[src/rtl/ahb3lite_interconnect_master_port_err_if.sv]
// AHB3-Lite master-layer bus between one master and its port on the multi-layer switch.
// The switch port is the AHB slave on this bus, so it uses the slave modport.
interface ahb3lite_interconnect_master_port_err_if #(
    parameter int unsigned HADDR_SIZE = 32,
    parameter int unsigned HDATA_SIZE = 32
);
    logic                  HSEL;
    logic [HADDR_SIZE-1:0] HADDR;
    logic [HDATA_SIZE-1:0] HWDATA;
    logic                  HWRITE;
    logic [2:0]            HSIZE;
    logic [2:0]            HBURST;
    logic [3:0]            HPROT;
    logic [1:0]            HTRANS;
    logic                  HMASTLOCK;
    logic                  HREADY;
    logic [HDATA_SIZE-1:0] HRDATA;
    logic                  HREADYOUT;
    logic                  HRESP;

    modport master (
        output HSEL, HADDR, HWDATA, HWRITE, HSIZE, HBURST, HPROT, HTRANS, HMASTLOCK, HREADY,
        input  HRDATA, HREADYOUT, HRESP
    );

    modport slave (
        input  HSEL, HADDR, HWDATA, HWRITE, HSIZE, HBURST, HPROT, HTRANS, HMASTLOCK, HREADY,
        output HRDATA, HREADYOUT, HRESP
    );
endinterface

[src/rtl/ahb3lite_interconnect_master_port_err.sv]
// Master-side port of the AHB3-Lite multi-layer switch: decodes onto the slave ports, holds
// requests while they arbitrate, and answers unmapped or timed-out accesses with an AHB ERROR.
module ahb3lite_interconnect_master_port_err #(
    parameter int unsigned       HADDR_SIZE   = 32,
    parameter int unsigned       HDATA_SIZE   = 32,
    parameter int unsigned       MASTERS      = 3,
    parameter int unsigned       SLAVES       = 8,
    parameter logic [SLAVES-1:0] SLAVE_MASK   = {SLAVES{1'b1}},
    parameter bit                ERR_UNMAPPED = 1'b1,
    parameter int unsigned       TIMEOUT      = 0
) (
    input  logic                  HCLK,
    input  logic                  HRESETn,
    input  logic [2:0]            mst_priority,
    ahb3lite_interconnect_master_port_err_if.slave mst,
    input  logic [HADDR_SIZE-1:0] slvHADDRmask [SLAVES],
    input  logic [HADDR_SIZE-1:0] slvHADDRbase [SLAVES],
    output logic [SLAVES-1:0]     slvHSEL,
    output logic [HADDR_SIZE-1:0] slvHADDR,
    output logic [HDATA_SIZE-1:0] slvHWDATA,
    output logic                  slvHWRITE,
    output logic [2:0]            slvHSIZE,
    output logic [2:0]            slvHBURST,
    output logic [3:0]            slvHPROT,
    output logic [1:0]            slvHTRANS,
    output logic                  slvHMASTLOCK,
    input  logic [HDATA_SIZE-1:0] slvHRDATA [SLAVES],
    input  logic [SLAVES-1:0]     slvHREADY,
    input  logic [SLAVES-1:0]     slvHRESP,
    output logic                  slvHREADYOUT,
    output logic [2:0]            slvpriority,
    input  logic [SLAVES-1:0]     master_granted,
    output logic                  can_switch,
    output logic                  err_event
);
    localparam int unsigned SelW       = (SLAVES > 1) ? $clog2(SLAVES) : 1;
    localparam logic [7:0]  TimeoutCnt = 8'(TIMEOUT);

    localparam logic [2:0] StIdle    = 3'd0;
    localparam logic [2:0] StPending = 3'd1;
    localparam logic [2:0] StGranted = 3'd2;
    localparam logic [2:0] StErr1    = 3'd3;
    localparam logic [2:0] StErr2    = 3'd4;

    localparam logic [1:0] TransIdle   = 2'b00;
    localparam logic [1:0] TransNonseq = 2'b10;
    localparam logic [1:0] TransSeq    = 2'b11;
    localparam logic [2:0] BurstSingle = 3'd0;
    localparam logic [2:0] BurstIncr   = 3'd1;

    if (SLAVES < 1 || SLAVES > 32 || MASTERS < 1 || TIMEOUT > 255) begin : g_param_check
        $error("ahb3lite_interconnect_master_port_err: parameter out of range");
    end

    logic [2:0]            state_q, state_d;
    logic [SelW-1:0]       req_sel_q;
    logic [HADDR_SIZE-1:0] req_addr_q;
    logic                  req_write_q;
    logic [2:0]            req_size_q;
    logic [2:0]            req_burst_q;
    logic [3:0]            req_prot_q;
    logic [1:0]            req_trans_q;
    logic                  req_lock_q;
    logic [2:0]            req_prio_q;
    logic [7:0]            wait_cnt_q, wait_cnt_d;
    logic [3:0]            burst_cnt_q, burst_cnt_d;

    logic [SLAVES-1:0] hit;
    logic [SelW-1:0]   sel_idx;
    logic              mapped, valid, pending, accept, req_now, timeout_hit;
    logic [2:0]        decode_st;
    logic [3:0]        burst_load;

    // Lowest-index hit wins, so scan from the top down.
    always_comb begin
        hit = '0;
        for (int s = 0; s < int'(SLAVES); s++) begin
            hit[s] = SLAVE_MASK[s] &
                     ((mst.HADDR & slvHADDRmask[s]) == (slvHADDRbase[s] & slvHADDRmask[s]));
        end
        sel_idx = '0;
        for (int s = int'(SLAVES) - 1; s >= 0; s--) begin
            if (hit[s]) sel_idx = SelW'(s);
        end
    end

    assign mapped  = |hit;
    assign valid   = mst.HSEL & mst.HTRANS[1];
    assign pending = (state_q == StPending);
    assign accept  = mst.HREADY &
                     ((state_q == StIdle) || (state_q == StGranted) || (state_q == StErr2));
    assign req_now = accept & valid & mapped;

    // A locked transfer is never aborted by the grant-wait limit.
    assign timeout_hit = (TIMEOUT != 0) && pending && !req_lock_q && (wait_cnt_q == TimeoutCnt);

    always_comb begin
        decode_st = StIdle;
        if (valid) begin
            if (mapped)            decode_st = master_granted[sel_idx] ? StGranted : StPending;
            else if (ERR_UNMAPPED) decode_st = StErr1;
        end
    end

    always_comb begin
        state_d = state_q;
        case (state_q)
            StIdle, StGranted, StErr2: if (mst.HREADY) state_d = decode_st;
            StPending: begin
                if (timeout_hit) begin
                    state_d = StErr1;
                end else if (master_granted[req_sel_q] & slvHREADY[req_sel_q]) begin
                    state_d = StGranted;
                end
            end
            StErr1:  state_d = StErr2;
            default: state_d = StIdle;
        endcase
    end

    always_comb begin
        if (state_d == StPending) begin
            wait_cnt_d = !pending ? 8'd1 : (wait_cnt_q == 8'hFF) ? wait_cnt_q : wait_cnt_q + 8'd1;
        end else begin
            wait_cnt_d = '0;
        end
    end

    // Beats remaining after the current SEQ; the final beat of a fixed burst sees zero.
    always_comb begin
        case (mst.HBURST)
            3'd2, 3'd3: burst_load = 4'd2;
            3'd4, 3'd5: burst_load = 4'd6;
            3'd6, 3'd7: burst_load = 4'd14;
            default:    burst_load = 4'd0;
        endcase
        burst_cnt_d = burst_cnt_q;
        if (accept && mst.HSEL) begin
            if (mst.HTRANS == TransNonseq) begin
                burst_cnt_d = burst_load;
            end else if (mst.HTRANS == TransSeq && burst_cnt_q != 4'd0) begin
                burst_cnt_d = burst_cnt_q - 4'd1;
            end
        end
    end

    always_ff @(posedge HCLK or negedge HRESETn) begin
        if (!HRESETn) begin
            state_q     <= StIdle;
            req_sel_q   <= '0;
            req_addr_q  <= '0;
            req_write_q <= 1'b0;
            req_size_q  <= '0;
            req_burst_q <= '0;
            req_prot_q  <= '0;
            req_trans_q <= TransIdle;
            req_lock_q  <= 1'b0;
            req_prio_q  <= '0;
            wait_cnt_q  <= '0;
            burst_cnt_q <= '0;
        end else begin
            state_q     <= state_d;
            wait_cnt_q  <= wait_cnt_d;
            burst_cnt_q <= burst_cnt_d;
            if (accept) begin
                req_sel_q   <= sel_idx;
                req_addr_q  <= mst.HADDR;
                req_write_q <= mst.HWRITE;
                req_size_q  <= mst.HSIZE;
                req_burst_q <= mst.HBURST;
                req_prot_q  <= mst.HPROT;
                req_trans_q <= mst.HTRANS;
                req_lock_q  <= mst.HMASTLOCK;
                req_prio_q  <= mst_priority;
            end
        end
    end

    // Slave-side request: live from the master unless a held request is being replayed.
    always_comb begin
        slvHSEL   = '0;
        slvHWDATA = mst.HWDATA;
        if (pending) begin
            slvHADDR     = req_addr_q;
            slvHWRITE    = req_write_q;
            slvHSIZE     = req_size_q;
            slvHBURST    = req_burst_q;
            slvHPROT     = req_prot_q;
            slvHMASTLOCK = req_lock_q;
            slvHTRANS    = (req_trans_q == TransSeq && req_burst_q == BurstIncr) ? TransNonseq
                                                                                   : req_trans_q;
            slvHREADYOUT = slvHREADY[req_sel_q];
            slvpriority  = req_prio_q;
            if (!timeout_hit) slvHSEL[req_sel_q] = 1'b1;
        end else begin
            slvHADDR     = mst.HADDR;
            slvHWRITE    = mst.HWRITE;
            slvHSIZE     = mst.HSIZE;
            slvHBURST    = mst.HBURST;
            slvHPROT     = mst.HPROT;
            slvHMASTLOCK = mst.HMASTLOCK;
            slvHTRANS    = mst.HTRANS;
            slvHREADYOUT = mst.HREADY;
            slvpriority  = mst_priority;
            if (req_now) slvHSEL[sel_idx] = 1'b1;
        end
        if (slvHSEL == '0) slvHTRANS = TransIdle;
    end

    always_comb begin
        mst.HREADYOUT = 1'b1;
        mst.HRESP     = 1'b0;
        mst.HRDATA    = '0;
        case (state_q)
            StPending: mst.HREADYOUT = 1'b0;
            StGranted: begin
                mst.HREADYOUT = slvHREADY[req_sel_q];
                mst.HRESP     = slvHRESP[req_sel_q];
                mst.HRDATA    = slvHRDATA[req_sel_q];
            end
            StErr1: begin
                mst.HREADYOUT = 1'b0;
                mst.HRESP     = 1'b1;
            end
            StErr2:  mst.HRESP = 1'b1;
            default: ;
        endcase
    end

    always_comb begin
        can_switch = 1'b0;
        case (state_q)
            StIdle:         can_switch = ~|master_granted;
            StPending:      can_switch = ~master_granted[req_sel_q];
            StErr1, StErr2: can_switch = 1'b1;
            StGranted: begin
                can_switch = mst.HREADY & ~mst.HMASTLOCK &
                             (~mst.HSEL || mst.HTRANS == TransIdle ||
                              (mst.HTRANS == TransNonseq && mst.HBURST == BurstSingle) ||
                              (mst.HTRANS == TransSeq && burst_cnt_q == 4'd0 &&
                               mst.HBURST != BurstSingle && mst.HBURST != BurstIncr));
            end
            default: ;
        endcase
    end

    assign err_event = (state_q == StErr1);
endmodule

[src/flat_wrapper.sv]
// flat-port wrapper written by rule: the top's interface ports become plain ports
module ahb3lite_interconnect_master_port_err_flat 
#(
    parameter int unsigned       HADDR_SIZE   = 32,
    parameter int unsigned       HDATA_SIZE   = 32,
    parameter int unsigned       MASTERS      = 3,
    parameter int unsigned       SLAVES       = 8,
    parameter logic [SLAVES-1:0] SLAVE_MASK   = {SLAVES{1'b1}},
    parameter bit                ERR_UNMAPPED = 1'b1,
    parameter int unsigned       TIMEOUT      = 0
)
  (HCLK, HRESETn, mst_priority, slvHADDRmask, slvHADDRbase, slvHSEL, slvHADDR, slvHWDATA, slvHWRITE, slvHSIZE, slvHBURST, slvHPROT, slvHTRANS, slvHMASTLOCK, slvHRDATA, slvHREADY, slvHRESP, slvHREADYOUT, slvpriority, master_granted, can_switch, err_event, mst_HSEL, mst_HADDR, mst_HWDATA, mst_HWRITE, mst_HSIZE, mst_HBURST, mst_HPROT, mst_HTRANS, mst_HMASTLOCK, mst_HREADY, mst_HRDATA, mst_HREADYOUT, mst_HRESP);
  ahb3lite_interconnect_master_port_err_if #(.HADDR_SIZE(HADDR_SIZE), .HDATA_SIZE(HDATA_SIZE)) mst_i ();
  input  logic HCLK;
  input  logic HRESETn;
  input  logic [2:0] mst_priority;
  input  logic [HADDR_SIZE-1:0] slvHADDRmask[SLAVES];
  input  logic [HADDR_SIZE-1:0] slvHADDRbase[SLAVES];
  output logic [SLAVES-1:0] slvHSEL;
  output logic [HADDR_SIZE-1:0] slvHADDR;
  output logic [HDATA_SIZE-1:0] slvHWDATA;
  output logic slvHWRITE;
  output logic [2:0] slvHSIZE;
  output logic [2:0] slvHBURST;
  output logic [3:0] slvHPROT;
  output logic [1:0] slvHTRANS;
  output logic slvHMASTLOCK;
  input  logic [HDATA_SIZE-1:0] slvHRDATA[SLAVES];
  input  logic [SLAVES-1:0] slvHREADY;
  input  logic [SLAVES-1:0] slvHRESP;
  output logic slvHREADYOUT;
  output logic [2:0] slvpriority;
  input  logic [SLAVES-1:0] master_granted;
  output logic can_switch;
  output logic err_event;
  input wire logic [$bits(mst_i.HSEL)-1:0] mst_HSEL;
  input wire logic [$bits(mst_i.HADDR)-1:0] mst_HADDR;
  input wire logic [$bits(mst_i.HWDATA)-1:0] mst_HWDATA;
  input wire logic [$bits(mst_i.HWRITE)-1:0] mst_HWRITE;
  input wire logic [$bits(mst_i.HSIZE)-1:0] mst_HSIZE;
  input wire logic [$bits(mst_i.HBURST)-1:0] mst_HBURST;
  input wire logic [$bits(mst_i.HPROT)-1:0] mst_HPROT;
  input wire logic [$bits(mst_i.HTRANS)-1:0] mst_HTRANS;
  input wire logic [$bits(mst_i.HMASTLOCK)-1:0] mst_HMASTLOCK;
  input wire logic [$bits(mst_i.HREADY)-1:0] mst_HREADY;
  output wire logic [$bits(mst_i.HRDATA)-1:0] mst_HRDATA;
  output wire logic [$bits(mst_i.HREADYOUT)-1:0] mst_HREADYOUT;
  output wire logic [$bits(mst_i.HRESP)-1:0] mst_HRESP;
  assign mst_i.HSEL = mst_HSEL;
  assign mst_i.HADDR = mst_HADDR;
  assign mst_i.HWDATA = mst_HWDATA;
  assign mst_i.HWRITE = mst_HWRITE;
  assign mst_i.HSIZE = mst_HSIZE;
  assign mst_i.HBURST = mst_HBURST;
  assign mst_i.HPROT = mst_HPROT;
  assign mst_i.HTRANS = mst_HTRANS;
  assign mst_i.HMASTLOCK = mst_HMASTLOCK;
  assign mst_i.HREADY = mst_HREADY;
  assign mst_HRDATA = mst_i.HRDATA;
  assign mst_HREADYOUT = mst_i.HREADYOUT;
  assign mst_HRESP = mst_i.HRESP;
  ahb3lite_interconnect_master_port_err #(.HADDR_SIZE(HADDR_SIZE), .HDATA_SIZE(HDATA_SIZE), .MASTERS(MASTERS), .SLAVES(SLAVES), .SLAVE_MASK(SLAVE_MASK), .ERR_UNMAPPED(ERR_UNMAPPED), .TIMEOUT(TIMEOUT)) u_core (.HCLK(HCLK), .HRESETn(HRESETn), .mst_priority(mst_priority), .mst(mst_i), .slvHADDRmask(slvHADDRmask), .slvHADDRbase(slvHADDRbase), .slvHSEL(slvHSEL), .slvHADDR(slvHADDR), .slvHWDATA(slvHWDATA), .slvHWRITE(slvHWRITE), .slvHSIZE(slvHSIZE), .slvHBURST(slvHBURST), .slvHPROT(slvHPROT), .slvHTRANS(slvHTRANS), .slvHMASTLOCK(slvHMASTLOCK), .slvHRDATA(slvHRDATA), .slvHREADY(slvHREADY), .slvHRESP(slvHRESP), .slvHREADYOUT(slvHREADYOUT), .slvpriority(slvpriority), .master_granted(master_granted), .can_switch(can_switch), .err_event(err_event));
endmodule
[config.mk]
export PLATFORM = sky130hd
export DESIGN_NAME = ahb3lite_interconnect_master_port_err_flat
export DESIGN_NICKNAME = d
export VERILOG_FILES = /design/src/rtl/ahb3lite_interconnect_master_port_err_if.sv /design/src/rtl/ahb3lite_interconnect_master_port_err.sv /design/src/flat_wrapper.sv
export SDC_FILE = /design/constraint.sdc
export NUM_CORES = 1
export LEC_CHECK = 0
export ABC_CLOCK_PERIOD_IN_PS = 2700
export CAP_MARGIN = 10
export CORE_AREA = 2 2 394 396
export DETAILED_ROUTE_END_ITERATION = 10
export DIE_AREA = 0 0 396 398
export HOLD_SLACK_MARGIN = 0.08
export PLACE_DENSITY = 0.3
export SYNTH_ARGS = -nofsm -noshare
export SYNTH_HDL_FRONTEND = slang
export SYNTH_SLANG_ARGS = --single-unit
[constraint.sdc]
create_clock -name HCLK -period 2.7 [get_ports HCLK]
set_clock_uncertainty 0.05 [all_clocks]
set_input_delay 0.27 -clock HCLK [delete_from_list [all_inputs] [get_ports HCLK]]
set_output_delay 0.27 -clock HCLK [all_outputs]
set_load 0.05 [all_outputs]
==> impl_metrics.yaml, run 1 <==
setup_path:
  r2r_start: "u_core.req_sel_q[0]$_DFFE_PN0P_"
  worst-endpoint-required_ns: 2.38
  path_max_fanout: 5
  critical_path.startpoint: "mst_HADDR[26]"
  critical_path_data_arrival_time_ns: 3.30
  end_kind: "primary output"
  cp_launch_type: "input port"
  worstSetupPathType: "input port to primary output"
finish:
  area_delta_synth_final_pct: 163.5
  fill_cells: 17410
  multi_input_gate_area_in_the_final_layout_um2: 8134
  final-seq-area_um2: 1490
  finalCoreUtilization_pct: 16.16
  final_nets: 2987
  layout-drive-gt1-share_pct: 34.63
power:
  power.net_switching_mw: 4.617
  p_total_mw: 9.959
  internal-power_mw: 5.343
  power.share.switching_pct: 46.35
  ir_drop_mv: 0.2825
  clockPowerShare_pct: 14.5
  leakagePower_nw: 9.347
  powerDensity_nw_per_um2: 401.9
  p_comb_share_pct: 71.2
  seq_power_share_pct: 14.3
status:
  run_status: "finished, violations left"
  violations_in_the_final_reports: "setup timing"
drt:
  dr_total_vias: 13410
  firstDrtPassIters: 5
  drt.antenna.violating_nets: 0
  drc: 0
  detailedRoute.firstIterationViolations: 636
  wl_per_cell_um: 31.28
  detail_route.wirelength_um: 130700
  viasPerCell: 3.211
global_routing:
  grt_start_max_net_pins: 43
  antenna_found_initial: 111
  grt_pass1_wl_um: 160000
  grt_util_all_layers_pct: 15.96
  grt-ovfl-total: 0
  first_global_vias: 14150
clocking:
  worst_setup_hold_path_clk_slew_ns: 0.06
  cts_tree: "built"
  worstSkewPairLatency_ns: 0.42
  clockBufferDepth: 2
  cts_num_sinks: 59
  htree_levels: 3
  root_buffer: "sky130_fd_sc_hd__clkbuf_16"
  tritoncts.num_buffers: 9
sta:
  period_minus_slack_ns: 3.623
  final_max_slew_viol_count: 0
  timing_hold_violations_final: 0
  setup_viol: 14
  slew-limit-headroom_pct: 37.94
  grt_setup_unrepaired: "true"
  tightestPinTransition_ns: 0.9309
  achievable-frequency_mhz: 276.0
  setup_ws_ns: -0.9226
  final.period_utilization_pct: 134.2
floorplanning:
  number_of_cell_rows: 144
  io_pins: 1003
  die-height_um: 398
  die_width_um: 396
  initial_utilization_pct: 6.133
  core_region_area_um2: 153300
  die-area_um2: 157600
place:
  dpl.hpwl_um: 117200
  io_buffers: 938
  gp_congestion: 0.8638
yosys:
  yosys-top-cells-count: "sky130_fd_sc_hd__xor2_1, sky130_fd_sc_hd__a22oi_1, sky130_fd_sc_hd__mux2_2"
  synth-edff-count: 0
  synth_area_leader_cell: "sky130_fd_sc_hd__xor2_1"
  yosys.cell_count.top_type: "sky130_fd_sc_hd__xor2_1"
  postSynth.asyncResetShare_pct: 100.0
  ys_types: 53
  postSynthNetCount: 1857
  share_of_the_synthesized_area_in_the_top_cell_type_pct: 23.84
  synth_area_per_cell_um2: 9.606
  yosys_register_bits: 59
  seq_area_frac_synth_pct: 15.70
  syn_inst: 979
  synth_flop_cell: "sky130_fd_sc_hd__dfrtp_1"
  yosysWarningCount: 0
  syn_area_um2: 9404
  post_synth_main_area_contributors: "sky130_fd_sc_hd__xor2_1, sky130_fd_sc_hd__mux4_2, sky130_fd_sc_hd__dfrtp_1"
min_path:
  hold_start: "mst_HADDR[26]"
  hold_wc_path_type: "input port to flip-flop"
run:
  drv.max_cap_violation_count: 0
## metal layers
metal  part of all wire (%)  track usage (%)  vias to the layer above
li1                       -                -                     5923
met1                     39            18.09                     6502
met2                     50            28.25                      701
met3                    8.9            6.406                      204
met4                    1.9            2.825                       84
met5                   0.38                0                        -
## sequential cells by signal (all words and copies together), names as in the netlist
signal,cells
u_core.req_prot_q,4
u_core.req_burst_q,3
u_core.req_trans_q,2
u_core.req_prio_q,3
u_core.req_size_q,3
u_core.req_sel_q,3
u_core.req_write_q,1
u_core.req_lock_q,1
u_core.state_q,3
u_core.req_addr_q,32
u_core.burst_cnt_q,4
## cells in the final DEF, fill, tap and decap left out, types with 7 or more instances in the layout
cell type	count
sky130_fd_sc_hd__xor2_1	230
sky130_fd_sc_hd__a21oi_2	24
sky130_fd_sc_hd__clkdlybuf4s50_1	763
sky130_fd_sc_hd__dfrtp_1	54
sky130_fd_sc_hd__o21ai_0	8
sky130_fd_sc_hd__buf_4	275
sky130_fd_sc_hd__dlygate4sd2_1	30
sky130_fd_sc_hd__clkbuf_2	8
sky130_fd_sc_hd__a22oi_1	104
sky130_fd_sc_hd__buf_2	11
sky130_fd_sc_hd__dlymetal6s2s_1	16
sky130_fd_sc_hd__nand2_2	11
sky130_fd_sc_hd__buf_6	49
sky130_fd_sc_hd__diode_2	19
sky130_fd_sc_hd__mux2_2	96
sky130_fd_sc_hd__xor2_4	7
sky130_fd_sc_hd__buf_8	10
sky130_fd_sc_hd__buf_12	45
sky130_fd_sc_hd__nand4_1	32
sky130_fd_sc_hd__nor2_1	13
sky130_fd_sc_hd__clkdlybuf4s15_1	8
sky130_fd_sc_hd__a22oi_2	24
sky130_fd_sc_hd__xor2_2	19
sky130_fd_sc_hd__clkbuf_16	10
sky130_fd_sc_hd__nand3_1	9
sky130_fd_sc_hd__nand2_1	66
sky130_fd_sc_hd__a21oi_1	13
sky130_fd_sc_hd__mux4_2	70
## power by group through the flow
stage	Combinational, mW	Clock [mW]	Sequential, mW
after floorplan	3.25	0	1.33
after global placement	6.75	0	1.43
final	7.09	1.44	1.42
after CTS	7.11	1.56	1.42
after global routing	7.45	1.54	1.46
after detailed placement	6.73	0	1.43
## path summary, 6_finish.rpt
kind | to | cells after the start | slack (ns)
worst max-delay path | slvHSEL[4] | 15 | -0.92
worst min-delay path | u_core.req_addr_q[26]$_DFFE_PN0P_ | 3 | 0.23
worst max register to register | u_core.state_q[1]$_DFFE_PN0P_ | 10 | 0.26
worst min register to register | u_core.req_prio_q[1]$_DFFE_PN0P_ | 1 | 0.45
max in group asynchronous | u_core.req_sel_q[0]$_DFFE_PN0P_ | 2 | 1.40
min in group asynchronous | u_core.req_addr_q[8]$_DFFE_PN0P_ | 2 | 0.45
## area by class of cell
cell class | instances | share of cell area, %
Antenna cell | 19 | 0.1919
Sequential cell | 59 | 6.013
Tap cell | 2044 | 10.32
Inverter | 5 | 0.07573
Clock buffer | 9 | 0.9088
Timing Repair Buffer | 1228 | 49.30
Multi-Input combinational cell | 806 | 32.82
Clock inverter | 7 | 0.3736
## critical path: stages
cell and delay (ns):
sky130_fd_sc_hd__buf_8 0.10, sky130_fd_sc_hd__buf_12 0.14, sky130_fd_sc_hd__buf_12 0.15, sky130_fd_sc_hd__buf_8 0.13
sky130_fd_sc_hd__xor2_4 0.18, sky130_fd_sc_hd__a22oi_2 0.16, sky130_fd_sc_hd__nand4_1 0.23, sky130_fd_sc_hd__buf_6 0.22
sky130_fd_sc_hd__nor4_4 0.25, sky130_fd_sc_hd__buf_4 0.19, sky130_fd_sc_hd__nor3_2 0.04, sky130_fd_sc_hd__a221o_2 0.49
sky130_fd_sc_hd__or2_4 0.35, sky130_fd_sc_hd__o21ai_4 0.17, sky130_fd_sc_hd__buf_12 0.17
## cell families after synthesis
logic type | synth area share (%)
mux | 29.12
simple gates | 8.914
fa+ha+maj | 0.1330
compound gates | 15.09
buf+inv | 7.105
xor+xnor | 23.94
flops | 15.70
## stage by stage
step	setup TNS, ns	area, um2	setup WS, ns	hold WS [ns]	instances
floorplan	-1.052	9657	-0.3335	-0.07559	979
global placement	-25.58	22750	-1.972	0.3916	4061
detailed placement	-25.42	22750	-1.996	0.4027	4061
CTS	-10.82	24360	-0.9328	0.1772	4137
global route	-11.26	24760	-0.9450	0.2165	4166
finish	-10.38	24780	-0.9226	0.2289	4177
## what timing repair did
item / CTS / global route
hold endpoints to repair: 40 / 0
endpoints found under the setup margin: 82 / 24
hold buffers: 1 / 0
pin swaps: 73 / 51
gates resized for setup: 269 / 89
cloned: 4 / 1
buffers inserted: 59 / 26
No activity file was read; power rests on OpenSTA's default activity.
==> run 2, diff against run 1 <==
ABC_CLOCK_PERIOD_IN_PS = not set   (was 2700)
==> results of run 2 <==
Same layout as run 1: the final DEF is identical, and so are final timing and power.
==> run 3, diff against run 2 <==
--- a/config.mk
+++ b/config.mk
@@ -10,6 +10,8 @@
 export DETAILED_ROUTE_END_ITERATION = 10
 export DIE_AREA = 0 0 396 398
+export GPL_TIMING_DRIVEN = 1
 export HOLD_SLACK_MARGIN = 0.08
 export PLACE_DENSITY = 0.3
+export RECOVER_POWER = 25
 export SYNTH_ARGS = -nofsm -noshare
 export SYNTH_HDL_FRONTEND = slang
==> constraint.sdc (replaced) <==
create_clock -name HCLK -period 2.7 [get_ports HCLK]
set_clock_uncertainty 0.05 [all_clocks]
set_input_delay 0.81 -clock HCLK [delete_from_list [all_inputs] [get_ports HCLK]]
set_output_delay 0.81 -clock HCLK [all_outputs]
set_load 0.05 [all_outputs]
==> impl_metrics.yaml, run 3 (synthesized netlist as in run 1, its figures left out) <==
setup_path:
  worst-endpoint-required_ns: 1.84
  end_kind: "primary output"
  critical_path.startpoint: "mst_HADDR[1]"
  r2r_start: "u_core.req_sel_q[0]$_DFFE_PN0P_"
  critical_path_data_arrival_time_ns: 3.70
  worstSetupPathType: "input port to primary output"
  path_max_fanout: 4
  cp_launch_type: "input port"
floorplanning:
  number_of_cell_rows: 144
  die-area_um2: 157600
  die_width_um: 396
  die-height_um: 398
  initial_utilization_pct: 6.133
  core_region_area_um2: 153300
  io_pins: 1003
drt:
  dr_total_vias: 13500
  routed.top_layer: "met5"
  viasPerCell: 3.202
  detail_route.wirelength_um: 127100
  drt.antenna.violating_nets: 0
  route.layer.met1.wl_um: 51660
  drc: 0
  firstDrtPassIters: 5
  routed-wl-met3_um: 8592
  wl_per_cell_um: 30.13
  detailedRoute.firstIterationViolations: 737
  route.met2.wl_um: 64280
run:
  drv.max_cap_violation_count: 0
clocking:
  htree_levels: 3
  tritoncts.num_buffers: 9
  clockBufferDepth: 2
  cts_num_sinks: 59
  cts_tree: "built"
  root_buffer: "sky130_fd_sc_hd__clkbuf_16"
  worst_setup_hold_path_clk_slew_ns: 0.06
  worstSkewPairLatency_ns: 0.42
finish:
  final_nets: 3031
  layout-drive-gt1-share_pct: 40.22
  layout.cells.most_common_list: "sky130_fd_sc_hd__clkdlybuf4s50_1, sky130_fd_sc_hd__xor2_1, sky130_fd_sc_hd__buf_4, sky130_fd_sc_hd__buf_12, sky130_fd_sc_hd__a22oi_1"
  fill_cells: 17120
  final_common_cell: "sky130_fd_sc_hd__clkdlybuf4s50_1"
  largest_reg_flops: 32
  registers.top_by_ff_count: "u_core.req_addr_q"
  reg_top3: "u_core.req_addr_q x32, u_core.burst_cnt_q x4, u_core.req_prot_q x4"
  area_delta_synth_final_pct: 188.8
sta:
  final.period_utilization_pct: 169.1
  slew-limit-headroom_pct: 13.66
  tightestPinTransition_ns: 1.295
  achievable-frequency_mhz: 219.1
  final_max_slew_viol_count: 0
  period_minus_slack_ns: 4.565
  grt_setup_unrepaired: "true"
  holdWs_ns: 0.4597
  setup_viol: 98
  timing_hold_violations_final: 0
  setup_ws_ns: -1.865
global_routing:
  first_global_vias: 14670
  grt-ovfl-total: 0
  grt_util_all_layers_pct: 15.56
  antenna_found_initial: 84
  grt_pass1_wl_um: 158600
  grt_start_max_net_pins: 35
power:
  powerDensity_nw_per_um2: 428.6
  internal-power_mw: 6.453
  p_comb_share_pct: 75.2
  seq_power_share_pct: 12.1
  power.net_switching_mw: 5.189
  clockPowerShare_pct: 12.7
  p_total_mw: 11.64
  ir_drop_mv: 0.3312
  power.share.switching_pct: 44.57
  leakagePower_nw: 10.52
status:
  run_status: "finished, violations left"
  violations_in_the_final_reports: "setup timing"
place:
  io_buffers: 938
  dpl.hpwl_um: 113400
  gp_congestion: 0.9263
  pre_cts_slack_ns: -2.607
min_path:
  hold_start: "u_core.req_addr_q[14]$_DFFE_PN0P_"
  hold_wc_path_type: "flip-flop to flip-flop"
[run 3: cell types whose count changed in the layout (fill, tap and decap cells not counted), sizes merged]
cell,previous run,this run
buf,396,441
bufbuf,1,0
dlygate4sd3,1,0
dlymetal6s2s,16,41
dlygate4sd2,30,68
clkbuf,19,22
clkdlybuf4s50,763,695
diode,19,15
clkdlybuf4s15,11,14
clkinv,6,3
inv,4,7
[run 3: layer usage]
metal | vias up | track usage [%]
met5 | - | 0
met4 | 46 | 2.920
met3 | 163 | 4.447
met2 | 696 | 27.71
met1 | 6618 | 18.55
li1 | 5978 | -
[run 3: worst max-delay path: stages]
cell	delay, ns
sky130_fd_sc_hd__buf_12	0.10
sky130_fd_sc_hd__buf_8	0.11
sky130_fd_sc_hd__buf_12	0.12
sky130_fd_sc_hd__xor2_4	0.18
sky130_fd_sc_hd__a22oi_2	0.25
sky130_fd_sc_hd__nand4_1	0.42
sky130_fd_sc_hd__nor4_4	0.38
sky130_fd_sc_hd__buf_4	0.16
sky130_fd_sc_hd__nor3_4	0.03
sky130_fd_sc_hd__a221o_2	0.44
sky130_fd_sc_hd__or2_4	0.35
sky130_fd_sc_hd__o21ai_4	0.17
sky130_fd_sc_hd__buf_12	0.16
[run 3: final timing paths]
check | endpoint | slack, ns | depth (start not counted)
worst max-delay path | slvHSEL[6] | -1.86 | 13
worst min-delay path | u_core.req_addr_q[14]$_DFFE_PN0P_ | 0.46 | 1
worst max register to register | u_core.state_q[1]$_DFFE_PN0P_ | 0.17 | 10
worst min register to register | u_core.req_addr_q[14]$_DFFE_PN0P_ | 0.46 | 1
max in group asynchronous | u_core.req_addr_q[14]$_DFFE_PN0P_ | 0.36 | 2
min in group asynchronous | u_core.req_addr_q[17]$_DFFE_PN0P_ | 0.61 | 1
[run 3: final cells by class]
cell class	count	area, um2	area share, %
repair buffers	1272	13630	50.20
multi-input cells	806	9099	33.50
well taps	2044	2557	9.416
flip-flops and latches	59	1485	5.468
clock buffers	9	225.2	0.8292
clock inverters	7	100.1	0.3685
diodes	15	37.54	0.1382
inverters	5	21.27	0.07832
[run 3: repair_timing]
item / 4_1_cts / 5_1_grt
hold buffers: 0 / 0
buffers inserted: 63 / 47
setup endpoints to repair: 98 / 99
gates cloned: 11 / 1
pin swaps: 89 / 81
resized for setup: 517 / 191
[run 3: power groups by stage]
| stage | Sequential (mW) | Clock (mW) | Combinational [mW] |
|---|---|---|---|
| floorplan | 1.34 | 0 | 3.49 |
| global placement | 1.39 | 0 | 7.63 |
| detailed placement | 1.40 | 0 | 7.60 |
| CTS | 1.40 | 1.59 | 8.90 |
| global route | 1.45 | 1.57 | 9.15 |
| finish | 1.41 | 1.48 | 8.75 |
[run 3: per-stage QoR]
step	instances	cell area (um2)	util, %	TNS (ns)
floorplan	979	10110	-	-12.19
global placement	4089	23880	15.58	-54.20
detailed placement	4089	23880	15.58	-53.61
CTS	4172	26450	17.25	-55.99
global route	4212	27150	17.71	-55.50
finish	4217	27160	17.71	-47.33
